**src/rtl/sr_pattern_driver_pkg.sv**
```systemverilog
// Shared definitions for the SR flip-flop pattern driver: FSM states and
// S/R excitation codes, plus the excitation-table helper.
package sr_pattern_driver_pkg;

   typedef enum logic [1:0] {
      ST_IDLE  = 2'd0,
      ST_FFRST = 2'd1,
      ST_DRIVE = 2'd2,
      ST_DRAIN = 2'd3
   } state_t;

   // {s,r} excitation codes. SR_ILLEGAL is only ever used by checkers.
   localparam logic [1:0] SR_HOLD    = 2'b00;
   localparam logic [1:0] SR_RST     = 2'b01;
   localparam logic [1:0] SR_SET     = 2'b10;
   localparam logic [1:0] SR_ILLEGAL = 2'b11;

   // SR excitation table with don't-cares resolved to hold.
   function automatic logic [1:0] sr_code(input logic prev, input logic next_bit);
      if (prev == next_bit) return SR_HOLD;
      else if (next_bit)    return SR_SET;
      else                  return SR_RST;
   endfunction

endpackage

```
**src/rtl/sr_pattern_driver_excite.sv**
```systemverilog
// Combinational SR excitation: the S/R pair that moves q from prev to next.
module sr_excite
   import sr_pattern_driver_pkg::*;
(
   input  logic prev,
   input  logic next,
   output logic s,
   output logic r
);

   // Look up the excitation code for this transition.
   // NOTE: every output of an always_comb gets a value on every path, else a latch is inferred.
   always_comb begin
      {s, r} = sr_code(prev, next);
   end

endmodule

```
**src/rtl/sr_pattern_driver.sv**
```systemverilog
// Drives an external SR flip-flop through a requested bit pattern, then
// scores its q/qb outputs with a two-edge lag and reports pass/fail.
module sr_pattern_driver
   import sr_pattern_driver_pkg::*;
#(
   parameter  int WIDTH = 8,
   localparam int CNT_W = $clog2(WIDTH + 1)
) (
   input  logic             clk,
   input  logic             rst,
   input  logic             pat_valid,
   output logic             pat_ready,
   input  logic [WIDTH-1:0] pat_data,
   output logic             ff_s,
   output logic             ff_r,
   output logic             ff_rst,
   input  logic             ff_q,
   input  logic             ff_qb,
   output logic             busy,
   output logic             done,
   output logic             pass,
   output logic [CNT_W-1:0] err_cnt,
   output logic [CNT_W-1:0] first_err_idx
);

   state_t             r_state;
   logic [WIDTH-1:0]   r_shift;        // remaining bits, next one in bit 0
   logic [CNT_W-1:0]   r_bits_left;
   logic               r_prev;         // q value the flip-flop will hold
   logic               r_drain;
   logic               r_ready;
   logic               r_busy;
   logic               r_done;
   logic               r_pass;
   logic               r_ff_s;
   logic               r_ff_r;
   logic               r_ff_rst;
   logic               r_exp1;
   logic               r_v1;
   logic               r_exp2;
   logic               r_v2;
   logic [CNT_W-1:0]   r_err_cnt;
   logic [CNT_W-1:0]   r_first_err;
   logic [CNT_W-1:0]   r_cmp_idx;

   logic               w_s;
   logic               w_r;
   logic               w_accept;
   logic               w_bit_fail;

   assign w_accept   = (r_state == ST_IDLE) && pat_valid;
   assign w_bit_fail = (ff_q != r_exp2) || (ff_qb == ff_q);

   sr_excite u_excite (
      .prev (r_prev),
      .next (r_shift[0]),
      .s    (w_s),
      .r    (w_r)
   );

   // Run sequencer: accepts a pattern, resets the flip-flop, drives one
   // excitation per bit, drains the compare pipeline and signals done.
   // NOTE: sequential state uses non-blocking assignments so every register samples pre-edge values.
   always_ff @(posedge clk) begin
      if (rst) begin
         r_state     <= ST_IDLE;
         r_shift     <= '0;
         r_bits_left <= '0;
         r_prev      <= 1'b0;
         r_drain     <= 1'b0;
         r_ready     <= 1'b1;
         r_busy      <= 1'b0;
         r_done      <= 1'b0;
         r_pass      <= 1'b0;
         r_ff_s      <= 1'b0;
         r_ff_r      <= 1'b0;
         r_ff_rst    <= 1'b0;
         r_exp1      <= 1'b0;
         r_v1        <= 1'b0;
      end else begin
         r_done <= 1'b0;
         r_v1   <= 1'b0;
         case (r_state)
            ST_IDLE: begin
               if (pat_valid) begin
                  r_shift     <= pat_data;
                  r_bits_left <= CNT_W'(WIDTH);
                  r_prev      <= 1'b0;
                  r_pass      <= 1'b0;
                  r_ff_rst    <= 1'b1;
                  r_ff_s      <= 1'b0;
                  r_ff_r      <= 1'b0;
                  r_ready     <= 1'b0;
                  r_busy      <= 1'b1;
                  r_state     <= ST_FFRST;
               end
            end
            // FFRST drives bit 0 against the freshly reset q=0; DRIVE does the rest.
            ST_FFRST, ST_DRIVE: begin
               r_ff_rst <= 1'b0;
               if (r_bits_left == '0) begin
                  r_ff_s  <= 1'b0;
                  r_ff_r  <= 1'b0;
                  r_drain <= 1'b0;
                  r_state <= ST_DRAIN;
               end else begin
                  r_ff_s      <= w_s;
                  r_ff_r      <= w_r;
                  r_prev      <= r_shift[0];
                  r_exp1      <= r_shift[0];
                  r_v1        <= 1'b1;
                  r_shift     <= r_shift >> 1;
                  r_bits_left <= r_bits_left - 1'b1;
                  r_state     <= ST_DRIVE;
               end
            end
            ST_DRAIN: begin
               if (r_drain) begin
                  r_done  <= 1'b1;
                  r_pass  <= (r_err_cnt == '0);
                  r_ready <= 1'b1;
                  r_busy  <= 1'b0;
                  r_state <= ST_IDLE;
               end else begin
                  r_drain <= 1'b1;
               end
            end
            default: r_state <= ST_IDLE;
         endcase
      end
   end

   // Second delay stage and scoring: compares q/qb two edges after each
   // bit was driven, counting failures and latching the first one.
   // NOTE: every register here is cleared by reset so an aborted run leaves no stale score.
   always_ff @(posedge clk) begin
      if (rst) begin
         r_exp2      <= 1'b0;
         r_v2        <= 1'b0;
         r_err_cnt   <= '0;
         r_first_err <= '0;
         r_cmp_idx   <= '0;
      end else begin
         r_exp2 <= r_exp1;
         r_v2   <= r_v1;
         if (w_accept) begin
            r_err_cnt   <= '0;
            r_first_err <= '0;
            r_cmp_idx   <= '0;
         end else if (r_v2) begin
            if (w_bit_fail) begin
               if (r_err_cnt == '0) r_first_err <= r_cmp_idx;
               r_err_cnt <= r_err_cnt + 1'b1;
            end
            r_cmp_idx <= r_cmp_idx + 1'b1;
         end
      end
   end

   assign pat_ready     = r_ready;
   assign busy          = r_busy;
   assign done          = r_done;
   assign pass          = r_pass;
   assign ff_s          = r_ff_s;
   assign ff_r          = r_ff_r;
   assign ff_rst        = r_ff_rst;
   assign err_cnt       = r_err_cnt;
   assign first_err_idx = r_first_err;

endmodule

```
**config.mk**
```make
export PLATFORM = sky130hd
export DESIGN_NAME = sr_pattern_driver
export DESIGN_NICKNAME = d
export VERILOG_FILES = /design/src/rtl/sr_pattern_driver_pkg.sv /design/src/rtl/sr_pattern_driver_excite.sv /design/src/rtl/sr_pattern_driver.sv
export SDC_FILE = /design/constraint.sdc
export NUM_CORES = 1
export LEC_CHECK = 0
export CORE_MARGIN = 5
export CORE_UTILIZATION = 45
export DETAILED_ROUTE_END_ITERATION = 10
export HOLD_SLACK_MARGIN = 0.12
export PLACE_DENSITY_LB_ADDON = 0.25
export SLEW_MARGIN = 5
export SYNTH_ARGS = -nofsm -noshare
export SYNTH_HDL_FRONTEND = slang
export SYNTH_SLANG_ARGS = --single-unit
export TNS_END_PERCENT = 10
```
**constraint.sdc**
```tcl
create_clock -name clk -period 3.1 [get_ports clk]
set_input_delay 0.62 -clock clk [delete_from_list [all_inputs] [get_ports clk]]
set_output_delay 0.62 -clock clk [all_outputs]
set_load 0.01 [all_outputs]
```
==> flow_summary.ini <==
[outcome]
status = complete, no violations

[setup_path]
cp.buffers_inverters = 1
critical-path-max-stage-delay_ns = 0.63
required_ns = 3.23
startpoint_type = input pin
cp.arrival_ns = 2.21
worstSetupEndpointType = flop
crit_slowest_cell = clkdlybuf4s50_1
crit_fanout = 10
cpLargestDelayFamily = buffers and inverters
crit_type = input pin to flop
path_cells = clkdlybuf4s50_1, mux2i_2, nor2_1, a211oi_1

[pwr]
intPower_mw = 1.15
combPwrFrac_pct = 47.2
power_density_mw_per_mm2 = 864
p_sw_mw = 0.762
p_leak_nw = 0.798
swShare_pct = 39.8
max-vdd-ir-drop_v = 0.000388
p_clk_share_pct = 17.2
pwr-share-seq_pct = 35.6

[cts]
cts_tree = done
postCtsSetupBuffers = 0
cts_inserted_buffers = 5
clk_latency_ns = 0.29
htree_levels = 2
cts_sinks = 39
cts-root-buf = clkbuf_8
path_clk_slew_ns = 0.08
hold_buffers = 0
ctsLongestPathBuffers = 2
cts_resized = 0

[timing]
worst_pin_slew_ns = 0.870
finalCritPeriodShare_pct = 67.0
final_max_slew_viol_count = 0
max_freq_mhz = 482
hold_ws_ns = 0.439
grt_setup_unrepaired = no
finalSetupViolations = 0
min_period_ns = 2.08
finalHoldViolations = 0
final.setup_skew_ns = 0.00645
fin_ws_ns = 1.02
relSlewSlack_pct = 41.9
fin_setup_tns_ns = 0

[synthesis]
synth_area_mm2 = 0.00182
yosysTopAreaCellShare_pct = 42.8
async_reset_ff_share_pct = 0
avgSynthCellArea_um2 = 9.21
synthTopCellsByArea = dfxtp_1 (43%), mux2i_1 (7.7%), a21oi_1 (5.8%)
yosysTopAreaCell = dfxtp_1
synth_edf_count = 0
synth_cells = 198
yosys_warnings = 0
yosysSeqAreaShare_pct = 42.8
syn_nets = 217
synth_seq_cells = 39
synthDistinctLibCells = 41
synthFlopType = dfxtp_1

[routing]
vias_per_cell = 5.39
wire_per_inst_um = 13.3
via_count = 1489
ant_nets = 0
wirelength_um = 3660
drcViolationCount = 0
firstDrtPassIters = 4
first_iter_violations = 43

[flow_run]
cap_violations = 0

[final_layout]
final_cell_mix = dfxtp_1 (39), clkdlybuf4s50_1 (27), a21oi_1 (21)
drive_above_1_share_pct = 7.52
layout_commonest_cell = dfxtp_1
num_antenna_cells = 0
synthToLayoutAreaGrowth_pct = 21.5
fin_nets = 244
fillCellCount = 364
multi_input_area_um2 = 941
regArea_um2 = 781

[global_route]
grt_pass1_wl_um = 6130
antenna_found_initial = 0
grt_start_max_net_pins = 22
grt_pass1_vias = 1389
track_usage_pct = 14.6
grt_overflow = 0

[hold_path]
hp-class = flop to flop

[floorplanning]
die_y_um = 73.7
die_x_um = 73.7
start_util_pct = 45.9
core_mm2 = 0.00397
dieArea_mm2 = 0.00542
core.rowCount = 23
io_pins = 28

[place]
numPortBuffers = 27
dp_hpwl_um = 2620
gp_congestion = 0.764
dpl_worst_slack_ns = 0.702
## cells by family after synthesis
| family | count (synthesis) | share of synthesized area, % |
|---|---|---|
| mux | 16 | 9.06 |
| fa+ha+maj | 6 | 4.12 |
| compound gates | 47 | 16.3 |
| flops | 39 | 42.8 |
| buf+inv | 24 | 5.56 |
| xor+xnor | 3 | 1.44 |
| simple gates | 63 | 20.7 |
## power by group through the flow
stage          combinational, mW  clock, mW  sequential, mW
4_1_cts                    0.914      0.338           0.680
3_5_place_dp               0.908          0           0.690
6_report                   0.902      0.330           0.681
3_3_place_gp               0.894          0           0.691
2_1_floorplan              0.713          0           0.680
5_1_grt                     1.01      0.360           0.694
## area by class of cell
type                    instances  share of cell area, %
inverters                      13                   2.20
clock inverters                 1                  0.226
flip-flops and latches         39                   35.3
multi-input cells             135                   42.5
well taps                      50                   2.82
repair buffers                 31                   13.6
clock buffers                   7                   3.45
## state kept, by name, summed over array words and instances, names as in the netlist, 2 cells and up
signal / cells
err_cnt: 4
r_state: 2
r_bits_left: 4
r_cmp_idx: 4
r_shift: 8
first_err_idx: 4
## path summary, 6_finish.rpt
path	startpoint	end	slack (ns)	depth (start not counted)
setup / recovery	pat_valid	r_shift[5]	1.02	4
hold / removal	r_v1	r_v2	0.44	1
setup reg to reg	r_state[0]	r_shift[5]	1.13	5
hold reg to reg	r_v1	r_v2	0.44	1
## stage by stage
step           total power, mW  utilization, %  instances  instance area, µm²
2_1_floorplan             1.39               -        198                1820
3_3_place_gp              1.59            53.7        268                2130
3_5_place_dp              1.60            53.7        268                2130
4_1_cts                   1.93            55.8        276                2210
5_1_grt                   2.06            55.8        276                2210
6_report                  1.91            55.8        276                2210
## cell usage after synthesis, drive strengths merged (3+ instances only)
cell type  instances
a21oi             21
ha                 6
dfxtp             39
nand2             14
nor3b              3
nand3              5
o31ai              4
nand2b             6
inv               13
nor2               9
clkbuf             6
nor2b              4
buf                5
mux2i             15
or4                4
a211oi             9
o21ai              5
## metal layers
metal / vias to the layer above / GRT usage [%] / share of wire [%] / wire length (µm)
li1: 761 / - / - / -
met5: - / 0 / 0 / 0
met1: 700 / 17.3 / 45 / 1660
met3: 6 / 3.28 / 3.8 / 140
met4: 0 / 7.24 / 1.6 / 59
met2: 22 / 24.6 / 49 / 1790
(Power assumes the default switching activity.)
